<file path="config.mk">
export PLATFORM = sky130hd
export DESIGN_NAME = riscv_i32_trace_unpack_flat
export DESIGN_NICKNAME = d
export VERILOG_FILES = /design/src/rtl/riscv_i32_trace_unpack_if.sv /design/src/rtl/riscv_i32_trace_unpack.sv /design/src/flat_wrapper.sv
export SDC_FILE = /design/constraint.sdc
export NUM_CORES = 1
export LEC_CHECK = 0
export CELL_PAD_IN_SITES_DETAIL_PLACEMENT = 1
export CELL_PAD_IN_SITES_GLOBAL_PLACEMENT = 2
export CORE_UTILIZATION = 37
export CTS_BUF_LIST = sky130_fd_sc_hd__clkbuf_4 sky130_fd_sc_hd__clkbuf_8
export DETAILED_ROUTE_END_ITERATION = 12
export PLACE_DENSITY = 0.84
export SYNTH_ARGS = -nofsm -noshare
export SYNTH_HDL_FRONTEND = slang
export SYNTH_SLANG_ARGS = --single-unit
</file>
<file path="constraint.sdc">
create_clock -name clk -period 3.2 [get_ports clk]
set_clock_uncertainty 0.15 [all_clocks]
set_input_delay 0.8 -clock clk [delete_from_list [all_inputs] [get_ports clk]]
set_output_delay 0.8 -clock clk [all_outputs]
set_load 0.02 [all_outputs]
</file>
<file path="src/rtl/riscv_i32_trace_unpack_if.sv">
// Word-stream handshake feeding the trace unpacker.
// master: the stream source (e.g. a trace-buffer reader).
// slave : the unpacker consuming words.
interface riscv_i32_trace_unpack_if;
   logic        in_valid;
   logic [31:0] in_data;
   logic        in_ready;

   modport master (
      output in_valid,
      output in_data,
      input  in_ready
   );

   modport slave (
      input  in_valid,
      input  in_data,
      output in_ready
   );
endinterface

</file>
<file path="src/rtl/riscv_i32_trace_unpack.sv">
// Rebuilds the RISC-V trace bus from a packed 32-bit word stream.
// Each packet is one header word followed by payload words. The
// packet kind and header flags decide which payload words follow.
// Sequential packets take their PC from the next_pc tracker.
// Every record field and the valid pulse come from flops.
module riscv_i32_trace_unpack (
   input  logic                           clk,
   input  logic                           clk__enable,
   input  logic                           reset_n,
   riscv_i32_trace_unpack_if.slave        in_if,
   output logic                           trace__instr_valid,
   output logic [2:0]                     trace__mode,
   output logic [31:0]                    trace__instr_pc,
   output logic [31:0]                    trace__instruction,
   output logic                           trace__branch_taken,
   output logic [31:0]                    trace__branch_target,
   output logic                           trace__trap,
   output logic                           trace__ret,
   output logic                           trace__jalr,
   output logic                           trace__rfw_retire,
   output logic                           trace__rfw_data_valid,
   output logic [4:0]                     trace__rfw_rd,
   output logic [31:0]                    trace__rfw_data,
   output logic                           trace__bkpt_valid,
   output logic [3:0]                     trace__bkpt_reason,
   output logic                           decode_error,
   output logic [15:0]                    instr_count
);

   typedef enum logic [2:0] {
      S_HEADER = 3'd0,
      S_PC     = 3'd1,
      S_INSTR  = 3'd2,
      S_TARGET = 3'd3,
      S_DATA   = 3'd4
   } state_t;

   // Header flags are stored as in_data[27:9]; the reserved bits are not kept.
   localparam int H_BKPT_V = 0;
   localparam int H_DV     = 10;
   localparam int H_RETIRE = 11;
   localparam int H_BR     = 12;
   localparam int H_JALR   = 13;
   localparam int H_RET    = 14;
   localparam int H_TRAP   = 15;

   state_t       state_q, state_d;
   logic [18:0]  hdr_q, hdr_d;
   logic [31:0]  pc_q, pc_d;
   logic [31:0]  instr_q, instr_d;
   logic [31:0]  target_q, target_d;
   logic [31:0]  data_q, data_d;
   logic [31:0]  next_pc_q, next_pc_d;
   logic         pc_known_q, pc_known_d;
   logic         in_ready_q, in_ready_d;
   logic         err_q, err_d;
   logic [15:0]  count_q, count_d;

   logic         t_valid_q, t_valid_d;
   logic [2:0]   t_mode_q, t_mode_d;
   logic [31:0]  t_pc_q, t_pc_d;
   logic [31:0]  t_instr_q, t_instr_d;
   logic         t_br_q, t_br_d;
   logic [31:0]  t_target_q, t_target_d;
   logic         t_trap_q, t_trap_d;
   logic         t_ret_q, t_ret_d;
   logic         t_jalr_q, t_jalr_d;
   logic         t_retire_q, t_retire_d;
   logic         t_dv_q, t_dv_d;
   logic [4:0]   t_rd_q, t_rd_d;
   logic [31:0]  t_data_q, t_data_d;
   logic         t_bkpt_v_q, t_bkpt_v_d;
   logic [3:0]   t_bkpt_r_q, t_bkpt_r_d;

   logic         xfer_s;
   logic         emit_s;

   assign xfer_s = in_if.in_valid & in_ready_q & clk__enable;

   // Packet decoder: latches header and payload words and forms the next record.
   always_comb begin
      state_d    = state_q;
      hdr_d      = hdr_q;
      pc_d       = pc_q;
      instr_d    = instr_q;
      target_d   = target_q;
      data_d     = data_q;
      next_pc_d  = next_pc_q;
      pc_known_d = pc_known_q;
      err_d      = err_q;
      count_d    = count_q;
      in_ready_d = 1'b1;
      emit_s     = 1'b0;

      t_valid_d  = 1'b0;
      t_mode_d   = t_mode_q;
      t_pc_d     = t_pc_q;
      t_instr_d  = t_instr_q;
      t_br_d     = t_br_q;
      t_target_d = t_target_q;
      t_trap_d   = t_trap_q;
      t_ret_d    = t_ret_q;
      t_jalr_d   = t_jalr_q;
      t_retire_d = t_retire_q;
      t_dv_d     = t_dv_q;
      t_rd_d     = t_rd_q;
      t_data_d   = t_data_q;
      t_bkpt_v_d = t_bkpt_v_q;
      t_bkpt_r_d = t_bkpt_r_q;

      if (xfer_s) begin
         case (state_q)
            S_HEADER: begin
               case (in_if.in_data[31:28])
                  4'h0: begin
                     state_d = S_HEADER;
                  end
                  4'h1: begin
                     hdr_d    = in_if.in_data[27:9];
                     target_d = 32'd0;
                     data_d   = 32'd0;
                     state_d  = S_PC;
                  end
                  4'h2: begin
                     hdr_d    = in_if.in_data[27:9];
                     pc_d     = next_pc_q;
                     target_d = 32'd0;
                     data_d   = 32'd0;
                     state_d  = S_INSTR;
                     if (!pc_known_q) begin
                        err_d = 1'b1;
                     end else begin
                        err_d = err_q;
                     end
                  end
                  default: begin
                     err_d   = 1'b1;
                     state_d = S_HEADER;
                  end
               endcase
            end
            S_PC: begin
               pc_d    = in_if.in_data;
               state_d = S_INSTR;
            end
            S_INSTR: begin
               instr_d = in_if.in_data;
               if (hdr_q[H_BR]) begin
                  state_d = S_TARGET;
               end else if (hdr_q[H_DV]) begin
                  state_d = S_DATA;
               end else begin
                  emit_s  = 1'b1;
                  state_d = S_HEADER;
               end
            end
            S_TARGET: begin
               target_d = in_if.in_data;
               if (hdr_q[H_DV]) begin
                  state_d = S_DATA;
               end else begin
                  emit_s  = 1'b1;
                  state_d = S_HEADER;
               end
            end
            S_DATA: begin
               data_d  = in_if.in_data;
               emit_s  = 1'b1;
               state_d = S_HEADER;
            end
            default: begin
               state_d = S_HEADER;
            end
         endcase
      end else begin
         state_d = state_q;
      end

      if (emit_s) begin
         t_valid_d  = 1'b1;
         t_mode_d   = hdr_q[18:16];
         t_pc_d     = pc_d;
         t_instr_d  = instr_d;
         t_br_d     = hdr_q[H_BR];
         t_target_d = target_d;
         t_trap_d   = hdr_q[H_TRAP];
         t_ret_d    = hdr_q[H_RET];
         t_jalr_d   = hdr_q[H_JALR];
         t_retire_d = hdr_q[H_RETIRE];
         t_dv_d     = hdr_q[H_DV];
         t_rd_d     = hdr_q[9:5];
         t_data_d   = data_d;
         t_bkpt_v_d = hdr_q[H_BKPT_V];
         t_bkpt_r_d = hdr_q[4:1];
         next_pc_d  = hdr_q[H_BR] ? target_d : (pc_d + 32'd4);
         pc_known_d = 1'b1;
         count_d    = count_q + 16'd1;
      end else begin
         t_valid_d  = 1'b0;
      end
   end

   // State and record registers; everything holds while clk__enable is low.
   always_ff @(posedge clk or negedge reset_n) begin
      if (!reset_n) begin
         state_q    <= S_HEADER;
         hdr_q      <= 19'd0;
         pc_q       <= 32'd0;
         instr_q    <= 32'd0;
         target_q   <= 32'd0;
         data_q     <= 32'd0;
         next_pc_q  <= 32'd0;
         pc_known_q <= 1'b0;
         in_ready_q <= 1'b0;
         err_q      <= 1'b0;
         count_q    <= 16'd0;
         t_valid_q  <= 1'b0;
         t_mode_q   <= 3'd0;
         t_pc_q     <= 32'd0;
         t_instr_q  <= 32'd0;
         t_br_q     <= 1'b0;
         t_target_q <= 32'd0;
         t_trap_q   <= 1'b0;
         t_ret_q    <= 1'b0;
         t_jalr_q   <= 1'b0;
         t_retire_q <= 1'b0;
         t_dv_q     <= 1'b0;
         t_rd_q     <= 5'd0;
         t_data_q   <= 32'd0;
         t_bkpt_v_q <= 1'b0;
         t_bkpt_r_q <= 4'd0;
      end else if (clk__enable) begin
         state_q    <= state_d;
         hdr_q      <= hdr_d;
         pc_q       <= pc_d;
         instr_q    <= instr_d;
         target_q   <= target_d;
         data_q     <= data_d;
         next_pc_q  <= next_pc_d;
         pc_known_q <= pc_known_d;
         in_ready_q <= in_ready_d;
         err_q      <= err_d;
         count_q    <= count_d;
         t_valid_q  <= t_valid_d;
         t_mode_q   <= t_mode_d;
         t_pc_q     <= t_pc_d;
         t_instr_q  <= t_instr_d;
         t_br_q     <= t_br_d;
         t_target_q <= t_target_d;
         t_trap_q   <= t_trap_d;
         t_ret_q    <= t_ret_d;
         t_jalr_q   <= t_jalr_d;
         t_retire_q <= t_retire_d;
         t_dv_q     <= t_dv_d;
         t_rd_q     <= t_rd_d;
         t_data_q   <= t_data_d;
         t_bkpt_v_q <= t_bkpt_v_d;
         t_bkpt_r_q <= t_bkpt_r_d;
      end
   end

   assign in_if.in_ready        = in_ready_q;
   assign trace__instr_valid    = t_valid_q;
   assign trace__mode           = t_mode_q;
   assign trace__instr_pc       = t_pc_q;
   assign trace__instruction    = t_instr_q;
   assign trace__branch_taken   = t_br_q;
   assign trace__branch_target  = t_target_q;
   assign trace__trap           = t_trap_q;
   assign trace__ret            = t_ret_q;
   assign trace__jalr           = t_jalr_q;
   assign trace__rfw_retire     = t_retire_q;
   assign trace__rfw_data_valid = t_dv_q;
   assign trace__rfw_rd         = t_rd_q;
   assign trace__rfw_data       = t_data_q;
   assign trace__bkpt_valid     = t_bkpt_v_q;
   assign trace__bkpt_reason    = t_bkpt_r_q;
   assign decode_error          = err_q;
   assign instr_count           = count_q;

endmodule

</file>
<file path="src/flat_wrapper.sv">
// flat-port wrapper written by rule: the top's interface ports become plain ports
module riscv_i32_trace_unpack_flat 
  (clk, clk__enable, reset_n, trace__instr_valid, trace__mode, trace__instr_pc, trace__instruction, trace__branch_taken, trace__branch_target, trace__trap, trace__ret, trace__jalr, trace__rfw_retire, trace__rfw_data_valid, trace__rfw_rd, trace__rfw_data, trace__bkpt_valid, trace__bkpt_reason, decode_error, instr_count, in_if_in_valid, in_if_in_data, in_if_in_ready);
  riscv_i32_trace_unpack_if in_if_i ();
  input  logic clk;
  input  logic clk__enable;
  input  logic reset_n;
  output logic trace__instr_valid;
  output logic [2:0] trace__mode;
  output logic [31:0] trace__instr_pc;
  output logic [31:0] trace__instruction;
  output logic trace__branch_taken;
  output logic [31:0] trace__branch_target;
  output logic trace__trap;
  output logic trace__ret;
  output logic trace__jalr;
  output logic trace__rfw_retire;
  output logic trace__rfw_data_valid;
  output logic [4:0] trace__rfw_rd;
  output logic [31:0] trace__rfw_data;
  output logic trace__bkpt_valid;
  output logic [3:0] trace__bkpt_reason;
  output logic decode_error;
  output logic [15:0] instr_count;
  input wire logic [$bits(in_if_i.in_valid)-1:0] in_if_in_valid;
  input wire logic [$bits(in_if_i.in_data)-1:0] in_if_in_data;
  output wire logic [$bits(in_if_i.in_ready)-1:0] in_if_in_ready;
  assign in_if_i.in_valid = in_if_in_valid;
  assign in_if_i.in_data = in_if_in_data;
  assign in_if_in_ready = in_if_i.in_ready;
  riscv_i32_trace_unpack u_core (.clk(clk), .clk__enable(clk__enable), .reset_n(reset_n), .in_if(in_if_i), .trace__instr_valid(trace__instr_valid), .trace__mode(trace__mode), .trace__instr_pc(trace__instr_pc), .trace__instruction(trace__instruction), .trace__branch_taken(trace__branch_taken), .trace__branch_target(trace__branch_target), .trace__trap(trace__trap), .trace__ret(trace__ret), .trace__jalr(trace__jalr), .trace__rfw_retire(trace__rfw_retire), .trace__rfw_data_valid(trace__rfw_data_valid), .trace__rfw_rd(trace__rfw_rd), .trace__rfw_data(trace__rfw_data), .trace__bkpt_valid(trace__bkpt_valid), .trace__bkpt_reason(trace__bkpt_reason), .decode_error(decode_error), .instr_count(instr_count));
endmodule
</file>
# Word-level counts from Yosys, hierarchy flattened
# Index checks and enable logic that the tools add are counted.
# totals
elab_cells	69
inputBits	36
reg_bits	349
output_inout_bits	166
# classes
mux	23
n_reduce_logical	8
n_eq_ne	7
add_sub_neg	2
bitwise_logic	3
# op_table
cell	count
$mux 32	9
$pmux 32 s2	3
$add 32x3->32 const B	1
$add 16x1->16 const B	1
$pmux 3 s4	1
$eq 3x2->1 const B	2
$mux 3	2
$mux 1	5
$reduce_and 5->1	1
$eq 4x1->1 const B	1
$eq 4x2->1 const B	1
$logic_not 4->1	1
$pmux 2 s2	1
$reduce_and 2->1	2
$reduce_and 4->1	1
$reduce_or 2->1	2
$eq 3x1->1 const B	1
$eq 3x3->1 const B	1
$logic_not 3->1	1
$pmux 1 s3	1
$and 1x1->1	2
$ne 2x2->1 const B	1
$pmux 1 s2	1
$not 1->1	1

# Logic depth before layout (Yosys ltp)
# Gate-level depths: netlist of the first run.
# depth
depth_word	6
mapped_depth	14
mapped_depth_nobuf	10

# Worst setup path after synthesis of the first run
# No wires, ideal clock.
# synth_path
path_kind	input port to flip-flop
start	in in_if_in_data[28]
end	reg u_core.next_pc_q[14]
required_ns	2.919
path_buffers	2
slack_ns	-0.208
arrival_time_ns	3.127
stages	11
setup_time_ns	0.131
cell_sequence	buf_6 nor4b_4 buf_6 a32oi_1 o2bb2ai_2 ha_1 nand3_1 nor2_2 nand3b_1 and3_1 or3_1
# synth_via
elab_chain_len	6
elab_cells_between_ends	11
classes_between	add/sub: 1; eq/ne: 2; mux: 7; reduce/logical: 1
# synth_lines
element	line_no	rtl
start, declared	flat_wrapper.sv:26	input wire logic [$bits(in_if_i.in_data)-1:0] in_if_in_data;
$eq 4x2->1	riscv_i32_trace_unpack.sv:114	case (in_if.in_data[31:28])
$mux 32	riscv_i32_trace_unpack.sv:114	
$pmux 32 s2	riscv_i32_trace_unpack.sv:112	case (state_q)
$mux 32	riscv_i32_trace_unpack.sv:111	if (xfer_s) begin
named net u_core.pc_d[3]	riscv_i32_trace_unpack.sv:49	logic [31:0] pc_q, pc_d;
$add 32x3->32	riscv_i32_trace_unpack.sv:195	next_pc_d = hdr_q[H_BR] ? target_d : (pc_d + 32'd4);
$mux 32	riscv_i32_trace_unpack.sv:195	
end signal, assigned	riscv_i32_trace_unpack.sv:239	next_pc_q <= next_pc_d;
end, declared	riscv_i32_trace_unpack.sv:53	logic [31:0] next_pc_q, next_pc_d;
# The timed path passes the listed nets, and every way through them passes these cells.
# A chain may end at the register's enable or synchronous reset.

# Final worst setup path of the first run
# layout_path
start	in in_if_in_data[31]
end	reg u_core.next_pc_q[25]
# layout_via
elab_chain_len	6
elab_cells_between_ends	11
classes_between	add/sub: 1; eq/ne: 2; mux: 7; reduce/logical: 1
# layout_lines
element	line_no
$eq 4x2->1 or $eq 4x1->1 (tied branches)	riscv_i32_trace_unpack.sv:114
$mux 32 or $reduce_or 2->1 (tied branches)	-
$pmux 32 s2 or $mux 32 (tied branches)	riscv_i32_trace_unpack.sv:112, riscv_i32_trace_unpack.sv:114
$mux 32 or $pmux 32 s2 (tied branches)	riscv_i32_trace_unpack.sv:111, riscv_i32_trace_unpack.sv:112
$add 32x3->32 or $mux 32 (tied branches)	riscv_i32_trace_unpack.sv:195, riscv_i32_trace_unpack.sv:111
$mux 32 (*)	riscv_i32_trace_unpack.sv:195
# Every way passes the cells marked *; elsewhere a longest branch is shown, timed or not.

==> results of run 1 <==
[state kept, by name (all words and copies together) (netlist names), 4 cells and up]
register and cells:
u_core.instr_count 16, u_core.data_q 32, u_core.trace__rfw_data 32, u_core.trace__branch_target 32, u_core.trace__bkpt_reason 4, u_core.trace__instr_pc 32
u_core.pc_q 32, u_core.instr_q 32, u_core.target_q 32, u_core.trace__instruction 32, u_core.trace__rfw_rd 5, u_core.hdr_q 19
u_core.next_pc_q 32
[per-stage QoR]
| stage | power, mW | cell area (sq um) | utilization | cells | hold WS, ns |
|---|---|---|---|---|---|
| 3_5_place_dp | 11.2 | 18100 | 0.477 | 2099 | 0.305 |
| 6_report | 15.7 | 19500 | 0.513 | 2207 | 0.313 |
| 4_1_cts | 15.9 | 19400 | 0.513 | 2206 | 0.313 |
| 5_1_grt | 16.5 | 19500 | 0.513 | 2207 | 0.319 |
| 2_1_floorplan | 8.71 | 14400 | - | 1317 | 0.283 |
| 3_3_place_gp | 11.0 | 18100 | 0.477 | 2099 | 0.297 |
[power groups by stage]
| stage | registers, mW | clock network, mW | logic [mW] |
|---|---|---|---|
| finish | 6.42 | 4.54 | 4.71 |
| floorplan | 6.92 | 0 | 1.79 |
| global placement | 6.43 | 0 | 4.58 |
| CTS | 6.43 | 4.67 | 4.76 |
| detailed placement | 6.48 | 0 | 4.72 |
| global route | 6.55 | 4.84 | 5.09 |
[per-layer routing]
| layer | part of all wire | vias to the layer above |
|---|---|---|
| met1 | 0.42 | 5827 |
| met3 | 0.054 | 93 |
| li1 | - | 5161 |
| met4 | 0.037 | 2 |
| met5 | 0.00023 | - |
| met2 | 0.49 | 327 |
[cell families (layout without fill, tap and decap cells)]
logic type / count (synthesis) / in the layout / synth area share
AND/OR/NAND/NOR: 553 / 553 / 0.163
flip-flops: 349 / 349 / 0.608
AO/OA/AOI/OAI: 222 / 222 / 0.132
buffers and inverters: 106 / 485 / 0.0337
multiplexers: 53 / 53 / 0.0414
XOR/XNOR: 32 / 32 / 0.0195
adder cells (fa/ha/maj): 2 / 2 / 0.00174
[worst register-to-register path, cell delays in order, from the launching register on]
cell,delay (ns)
dfrtp_1,0.43
buf_4,0.20
nor3_4,0.22
buf_12,0.23
a32oi_1,0.14
o2bb2ai_2,0.29
and4_2,0.36
nor4b_4,0.21
buf_4,0.22
nand3_1,0.11
xor2_1,0.15
a21oi_1,0.17
[path summary, 6_finish.rpt]
check,depth (start not counted),to
worst min-delay path,2,u_core.trace__mode[1]
max in group asynchronous,3,u_core.trace__rfw_data[27]
worst max-delay path,11,u_core.next_pc_q[25]
worst max register to register,11,u_core.next_pc_q[25]
min in group asynchronous,2,u_core.instr_count[4]
worst min register to register,2,u_core.trace__mode[1]
[area by class of cell]
class                   instances  area [sq um]  share of cell area
flip-flops and latches        349          8730               0.449
multi-input cells             862          5210               0.268
repair buffers                357          3440               0.177
clock buffers                  90          1160              0.0595
well taps                     511           639              0.0329
clock inverters                16           195              0.0100
inverters                      22          82.6             0.00424
[synth_stat cells, types with 3 or more instances]
| cell type | number |
|---|---|
| nand2_1 | 449 |
| xor2_1 | 8 |
| a22o_1 | 56 |
| buf_4 | 6 |
| nand4_1 | 8 |
| buf_2 | 9 |
| nand3_1 | 23 |
| xnor2_1 | 24 |
| a31oi_1 | 4 |
| clkbuf_1 | 57 |
| buf_1 | 6 |
| a21oi_1 | 17 |
| o2bb2ai_1 | 4 |
| nor2_1 | 30 |
| nand2b_1 | 3 |
| o2bb2ai_4 | 7 |
| and3_1 | 9 |
| mux2_2 | 52 |
| o22ai_1 | 4 |
| o21ai_1 | 9 |
| buf_6 | 4 |
| nor3_1 | 8 |
| nand3b_1 | 3 |
| o21a_1 | 5 |
| a32oi_1 | 31 |
| o21ai_0 | 32 |
| dfrtp_1 | 349 |
| o2bb2ai_2 | 12 |
| inv_1 | 21 |
| o221ai_1 | 6 |
| a22oi_1 | 21 |
[what timing repair did]
item,in CTS,in global routing
setup buffers,0,1
setup endpoints to repair,0,11
hold buffers,1,0
resized for setup,0,1
endpoints found under the hold margin,26,0
[cells in the final DEF, fill, tap and decap left out, drive strengths merged, types with 5 or more instances in the layout]
| cell type | count |
|---|---|
| o2bb2ai | 23 |
| a21oi | 17 |
| clkinv | 9 |
| xor2 | 8 |
| a22oi | 21 |
| o21a | 5 |
| o221ai | 6 |
| dfrtp | 349 |
| and3 | 9 |
| o21ai | 41 |
| inv | 23 |
| a22o | 56 |
| nor3 | 10 |
| mux2 | 52 |
| buf | 156 |
| xnor2 | 24 |
| clkdlybuf4s50 | 200 |
| nor2 | 31 |
| nand2 | 450 |
| a32oi | 32 |
| nand3 | 26 |
| clkbuf | 90 |
| nand4 | 9 |
==> flow_summary.ini, run 1 <==
[setup_path]
critPathMaxStageDelay_ns = 0.47
crit_chain = clkdlybuf4s50_1 > nor4b_4 > buf_12 > a32oi_1 > o2bb2ai_2 > and4_2 > nor4b_4 > buf_4 > nand3_1 > xor2_1 > a21oi_1
slowest_stage = clkdlybuf4s50_1
path_common_cell = nor4b_4
worst-path-buf-inv = 3
rrSetupSlack_ns = 0.22
critPathLaunch = in_if_in_data[31]
crit_arrival_ns = 3.54
cp-start-kind = input pin
worstPathRequired_ns = 3.61
worst-path-max-fanout = 18
path_class = in -> reg
r2r_start = u_core.state_q[2]
path_delay_family = simple AND/OR/NAND/NOR gates
cp-end-kind = flip-flop

[drt]
drtIter0Drc = 518
wire_per_inst_um = 21.6
viasPerCell = 5.17
firstDrtPassIters = 5
drt_wl_total_mm = 47.7
ant_nets = 0
via_count = 11410
drc_errors = 0

[global_routing]
use_met2 = 0.412
grt_pass1_wl_mm = 74.7
grt_use_total = 0.249
grtUsageMet3 = 0.0500
grt_pass1_vias = 12483
grt_max_degree = 72
grt-ovfl-total = 0
use_met1 = 0.319
antenna_found_initial = 1
busiest_layer = met2

[sta]
rsz0062_at_grt = false
min_period_ns = 3.13
hold_viol = 0
tightest_slew_ns = 0.666
max-slew-margin-rel = 0.556
period_share = 0.979
setup_tns_ns = 0
max_freq_mhz = 319
setup_viol = 0
slew_viol_final = 0
fin_ws_ns = 0.0685

[logic_synthesis]
synth_area_leader_cell = dfrtp_1
synthDominantCellAreaShare = 0.608
yosys-top-cells-area = dfrtp_1, nand2_1, mux2_2
async_reset_ff_frac = 1.00
ys_seq_elements = 349
syn_avg_cell_area_sq_um = 10.9
synth_edf_count = 0
yosys.cell_types.count = 65
syn-cell-area_sq_um = 14400
postSynthCellCount = 1317
yosys_most_used_dff = dfrtp_1
yosysWarnings = 0
ys_seq_area_frac = 0.608
synth.net_count = 1355

[power_and_ir_drop]
p_sw_mw = 5.12
clockPowerShare = 0.290
power_frac_seq = 0.410
max-vdd-ir-drop_mv = 0.355
p_sw_frac = 0.327
p_leak_nw = 9.30
intPower_mw = 10.5
p_comb_frac = 0.300
p_per_area_nw_per_um2 = 805

[die]
boundaryPins = 202
die_w_um = 199
rows = 71
die-area_sq_um = 39600
core_sq_um = 37900
die_h_um = 199
initial_core_util = 0.379

[placed_design]
place_ws_ns = -0.595
gp_routability_congestion = 0.873
dpl.hpwl_mm = 33.2
portBuffers = 201

[status]
status = completed

[clocking]
clock_sinks = 349
clk_pin_slew_worst_paths_ns = 0.06
insertion_delay_ns = 0.66
cts_inserted_buffers = 60
htreeDepth = 2
cts_tree = yes
clock-root-buffer = clkbuf_8
clk_path_buf_depth = 3

[cells_and_area]
area_delta_synth_final_pct = 35.4
drive_above_1_share = 0.212
finalNetCount = 1690
fillCellCount = 4056
n_antenna_cell = 0

[job]
max_cap_viol_count = 0

[worst_hold_path]
hold_class = reg -> reg
hp-start = u_core.hdr_q[17]
(Power assumes the default switching activity.)
==> run 2: changes to the inputs <==
--- a/config.mk
+++ b/config.mk
@@ -7,8 +7,10 @@
 export LEC_CHECK = 0
 export CELL_PAD_IN_SITES_DETAIL_PLACEMENT = 1
 export CELL_PAD_IN_SITES_GLOBAL_PLACEMENT = 2
+export CORE_MARGIN = 5
 export CORE_UTILIZATION = 37
 export CTS_BUF_LIST = sky130_fd_sc_hd__clkbuf_4 sky130_fd_sc_hd__clkbuf_8
+export CTS_CLUSTER_SIZE = 16
 export DETAILED_ROUTE_END_ITERATION = 12
 export PLACE_DENSITY = 0.84
 export SYNTH_ARGS = -nofsm -noshare
==> constraint.sdc (replaced) <==
create_clock -name clk -period 3 [get_ports clk]
set_clock_uncertainty 0.15 [all_clocks]
set_input_delay 0.75 -clock clk [delete_from_list [all_inputs] [get_ports clk]]
set_output_delay 0.75 -clock clk [all_outputs]
set_load 0.02 [all_outputs]
==> flow_summary.ini, run 2 (synthesis gave the netlist of run 1 again) <==
[worst_hold_path]
hp-start = clk__enable
min_to = u_core.trace__instr_valid
hold_class = in -> reg
hold_path_depth = 2

[clocking]
clk_pin_slew_worst_paths_ns = 0.06
clock-root-buffer = clkbuf_8
cts_inserted_buffers = 59
clk_path_buf_depth = 3
cts_tree = yes
insertion_delay_ns = 0.66
htreeDepth = 2
clock_sinks = 349

[setup_path]
slowest_stage = dfrtp_1
r2r-end = u_core.next_pc_q[18]
critPathMaxStageDelay_ns = 0.40
worstPathRequired_ns = 3.36
path_common_cell = buf_4
crit_arrival_ns = 3.26
worst-path-max-fanout = 11
ff2ff_path_depth = 11
r2r_start = u_core.state_q[2]
critPathLaunch = u_core.state_q[2]
cp-start-kind = flip-flop
rrSetupSlack_ns = 0.1
crit_chain = buf_4 > nor3_4 > buf_4 > clkbuf_16 > a32oi_1 > o2bb2ai_2 > nand4_4 > buf_4 > nor2_1 > a41oi_1 > a221o_1
cp-end-kind = flip-flop
path_class = reg -> reg

[placed_design]
portBuffers = 201
place_ws_ns = -0.758
dpl.hpwl_mm = 33.4
gp_routability_congestion = 0.866
placed_area_sq_um = 18200
dp.cells = 2116

[sta]
hold_ws_ns = 0.313
slew_viol_final = 0
fin_ws_ns = 0.0998
setup_viol = 0
min_period_ns = 2.90
max_freq_mhz = 345
setup_tns_ns = 0
period_share = 0.967
max-slew-margin-rel = 0.654
tightest_slew_ns = 0.519
hold_viol = 0

[power_and_ir_drop]
p_leak_nw = 9.40
max-vdd-ir-drop_mv = 0.416
p_per_area_nw_per_um2 = 846
intPower_mw = 11.1
power_frac_seq = 0.411
p_sw_mw = 5.44
p_comb_frac = 0.308
clockPowerShare = 0.281
p_sw_frac = 0.328

[global_routing]
grt_max_degree = 81
antenna_found_initial = 2
grt-ovfl-total = 0
grt_pass1_vias = 12588
grt_pass1_wl_mm = 74.7
grt_use_total = 0.218

[cells_and_area]
multi_input_area_sq_um = 5220
mostFrequentLayoutCell = nand2_1
n_antenna_cell = 0
fillCellCount = 4276
area_delta_synth_final_pct = 36.3
final-seq-area_sq_um = 8730
layout_common_cells = nand2_1, dfrtp_1, clkdlybuf4s50_1, buf_4, clkbuf_8
finalNetCount = 1704
final_cells = 2231
drive_above_1_share = 0.219
post-route-cell-area_sq_um = 19600

[drt]
drt_wl_total_mm = 47.7
drc_errors = 0
via_count = 11380
ant_nets = 0
wire_per_inst_um = 21.4
viasPerCell = 5.10
drtIter0Drc = 539
firstDrtPassIters = 4

[job]
max_cap_viol_count = 0

[die]
die_w_um = 207
initial_core_util = 0.373
die_h_um = 207
boundaryPins = 202
die-area_sq_um = 42900
rows = 72
core_sq_um = 38600

[status]
status = completed
## run 2: timing repair
item,4_1_cts,5_1_grt
buffers inserted,0,4
pin swaps,1,5
endpoints found under the hold margin,49,0
resized for setup,5,2
setup endpoints to repair,7,15
cloned,0,2
hold buffers,1,0
## run 2: worst max-delay path by stage
stage	to	slack [ns]	cells after the start
after floorplan	u_core.next_pc_q[28]	-0.16	11
after global routing	u_core.next_pc_q[14]	-0.03	13
after global placement	u_core.next_pc_q[18]	-0.72	13
after detailed placement	u_core.next_pc_q[18]	-0.76	13
after CTS	u_core.next_pc_q[31]	0.08	14
final	u_core.next_pc_q[18]	0.1	11
## run 2: per-stage QoR
stage | utilization | total power, mW
after CTS | 0.506 | 16.7
final | 0.508 | 16.6
after floorplan | - | 9.29
after global placement | 0.471 | 11.8
after detailed placement | 0.471 | 12.0
after global routing | 0.508 | 17.5
## run 2: routing by layer
metal  share of wire  wire (um)  global-route usage
met1            0.43      20300               0.284
met2            0.49      23500               0.366
met3           0.048       2270              0.0439
met4           0.032       1520              0.0766
met5         0.00057         27                   0
## run 2: layout make-up
type                    count  share of cell area
multi-input cells         862               0.266
inverters                  22             0.00422
repair buffers            372               0.183
well taps                 518              0.0331
clock inverters            12             0.00569
clock buffers              96              0.0614
flip-flops and latches    349               0.446
## run 2: worst max-delay path: cells and delay by family (launching register included)
kind | cells | cell delay, ns
AO/OA/AOI/OAI | 4 | 0.85
buffers and inverters | 4 | 0.72
flip-flops | 1 | 0.40
AND/OR/NAND/NOR | 3 | 0.66
## run 2: power by group through the flow
stage	Sequential [mW]	Clock (mW)	Combinational, mW
4_1_cts	6.82	4.78	5.12
2_1_floorplan	7.38	0	1.91
3_3_place_gp	6.82	0	4.96
6_report	6.81	4.66	5.11
5_1_grt	6.95	5.00	5.51
3_5_place_dp	6.88	0	5.09
==> run 3: changes to the inputs <==
--- a/config.mk
+++ b/config.mk
@@ -8,11 +8,12 @@
 export CELL_PAD_IN_SITES_DETAIL_PLACEMENT = 1
 export CELL_PAD_IN_SITES_GLOBAL_PLACEMENT = 2
 export CORE_MARGIN = 5
-export CORE_UTILIZATION = 37
+export CORE_UTILIZATION = 40
 export CTS_BUF_LIST = sky130_fd_sc_hd__clkbuf_4 sky130_fd_sc_hd__clkbuf_8
 export CTS_CLUSTER_SIZE = 16
 export DETAILED_ROUTE_END_ITERATION = 12
-export PLACE_DENSITY = 0.84
+export PLACE_DENSITY = 0.9
+export SLEW_MARGIN = 20
 export SYNTH_ARGS = -nofsm -noshare
 export SYNTH_HDL_FRONTEND = slang
 export SYNTH_SLANG_ARGS = --single-unit
==> constraint.sdc (replaced) <==
create_clock -name clk -period 3.5 [get_ports clk]
set_clock_uncertainty 0.15 [all_clocks]
set_input_delay 0.875 -clock clk [delete_from_list [all_inputs] [get_ports clk]]
set_output_delay 0.875 -clock clk [all_outputs]
set_load 0.02 [all_outputs]
==> flow_summary.ini, run 3 (synthesis gave the netlist of run 1 again) <==
[status]
status = completed

[power_and_ir_drop]
p_total_mw = 14.3
p_leak_nw = 9.22
max-vdd-ir-drop_mv = 0.359
p_per_area_nw_per_um2 = 743

[setup_path]
crit_cells = 15
critPathLaunch = in_if_in_data[30]
rrSetupSlack_ns = 0.29
path_common_cell = buf_4
critPathMaxStageDelay_ns = 0.58
r2r_start = u_core.state_q[1]
cp-start-kind = input pin
worst-path-max-fanout = 10
endpoint = u_core.next_pc_q[21]
slowest_stage = clkdlybuf4s50_1
path_class = in -> reg
path_delay_family = buffers and inverters
worstPathRequired_ns = 3.90
r2r-end = u_core.next_pc_q[21]
ff2ff_path_depth = 11
crit_chain = clkdlybuf4s50_1 > nor4b_4 > buf_12 > buf_4 > o211ai_4 > buf_4 > o2bb2ai_2 > buf_4 > and4_2 > nor4b_4 > buf_4 > buf_12 > nand2_1 > nor3_1 > nand3b_1
crit_arrival_ns = 3.80
worst-path-buf-inv = 7
cp-end-kind = flip-flop

[sta]
min_period_ns = 3.40
setup_tns_ns = 0
rsz0062_at_grt = false
tightest_slew_ns = 0.638
max_freq_mhz = 294
hold_ws_ns = 0.0736
hold_viol = 0
fin_ws_ns = 0.101
setup_viol = 0
slew_viol_final = 0
period_share = 0.971
max-slew-margin-rel = 0.573

[clocking]
insertion_delay_ns = 0.64
cts_tree = yes
clock_sinks = 349
clk_pin_slew_worst_paths_ns = 0.06
clock-root-buffer = clkbuf_8
clk_path_buf_depth = 3
ctsHoldBuffers = 0
cts_inserted_buffers = 57
htreeDepth = 2

[drt]
via_count = 11460
wire_per_inst_um = 22.4
ant_nets = 0
drtIter0Drc = 624
viasPerCell = 5.35
drt_wl_total_mm = 47.9
drc_errors = 0
firstDrtPassIters = 5

[placed_design]
place_ws_ns = -0.525
dpl.hpwl_mm = 33.4
dp.cells = 2030
portBuffers = 201
placed_area_sq_um = 17800
gp_routability_congestion = 0.890

[global_routing]
grt_max_degree = 81
grt_pass1_wl_mm = 74.7
grt-ovfl-total = 0
antenna_found_initial = 2
grt_use_total = 0.241
grt_pass1_vias = 12577

[die]
die_h_um = 200
core_sq_um = 35500
rows = 69
initial_core_util = 0.405
die-area_sq_um = 39800
die_w_um = 200
boundaryPins = 202

[cells_and_area]
layout_common_cells = nand2_1, dfrtp_1, clkdlybuf4s50_1, buf_4, clkbuf_8
finalNetCount = 1672
postLayoutCoreUtil = 0.543
final_cells = 2144
area_delta_synth_final_pct = 34.1
multi_input_area_sq_um = 5200
drive_above_1_share = 0.205
fillCellCount = 3810
mostFrequentLayoutCell = nand2_1
final-seq-area_sq_um = 8730
post-route-cell-area_sq_um = 19300

[worst_hold_path]
hold_class = in -> async

[job]
max_cap_viol_count = 0
[run 3: cell count changes in the layout (fill, tap and decap cells not counted), moves of 4 or more]
| cell | before | now |
|---|---|---|
| clkdlybuf4s50_1 | 195 | 200 |
| bufinv_16 | 1 | 5 |
| clkbuf_4 | 19 | 15 |
| dlygate4sd2_1 | 4 | 0 |
| buf_4 | 147 | 123 |
[run 3: power by group]
part | internal [mW] | total, mW | switching [mW]
registers | 5.20 | 5.86 | 0.664
logic | 2.00 | 4.28 | 2.28
clock network | 2.44 | 4.18 | 1.74
[run 3: cell type report]
class / count / area share
multi-input cells: 862 / 0.270
clock buffers: 89 / 0.0587
flip-flops and latches: 349 / 0.453
inverters: 22 / 0.00429
repair buffers: 342 / 0.171
well taps: 461 / 0.0299
diodes: 1 / 0.000130
clock inverters: 18 / 0.0127
[run 3: worst min path at each step]
stage / from / end / slack [ns] / depth (start not counted)
after floorplan: u_core.hdr_q[1] / u_core.trace__bkpt_reason[0] / 0.28 / 2
after global placement: u_core.hdr_q[17] / u_core.trace__mode[1] / 0.29 / 2
after detailed placement: u_core.hdr_q[5] / u_core.trace__rfw_rd[0] / 0.30 / 2
after CTS: reset_n / u_core.instr_count[10] / 0.07 / 1
after global routing: reset_n / u_core.instr_count[10] / 0.1 / 1
final: reset_n / u_core.trace__branch_target[23] / 0.07 / 1
[run 3: what timing repair did]
action	CTS	global route
setup buffers	0	6
setup endpoints to repair	0	3
gates resized for setup	0	4
[run 3: routing by layer]
metal / GRT usage / vias to the layer above / share of wire / wire (um)
li1: - / 5142 / - / -
met1: 0.314 / 5896 / 0.42 / 20100
met2: 0.407 / 326 / 0.49 / 23600
met3: 0.0415 / 94 / 0.053 / 2530
met4: 0.0858 / 2 / 0.035 / 1660
met5: 0 / - / 0.00042 / 20
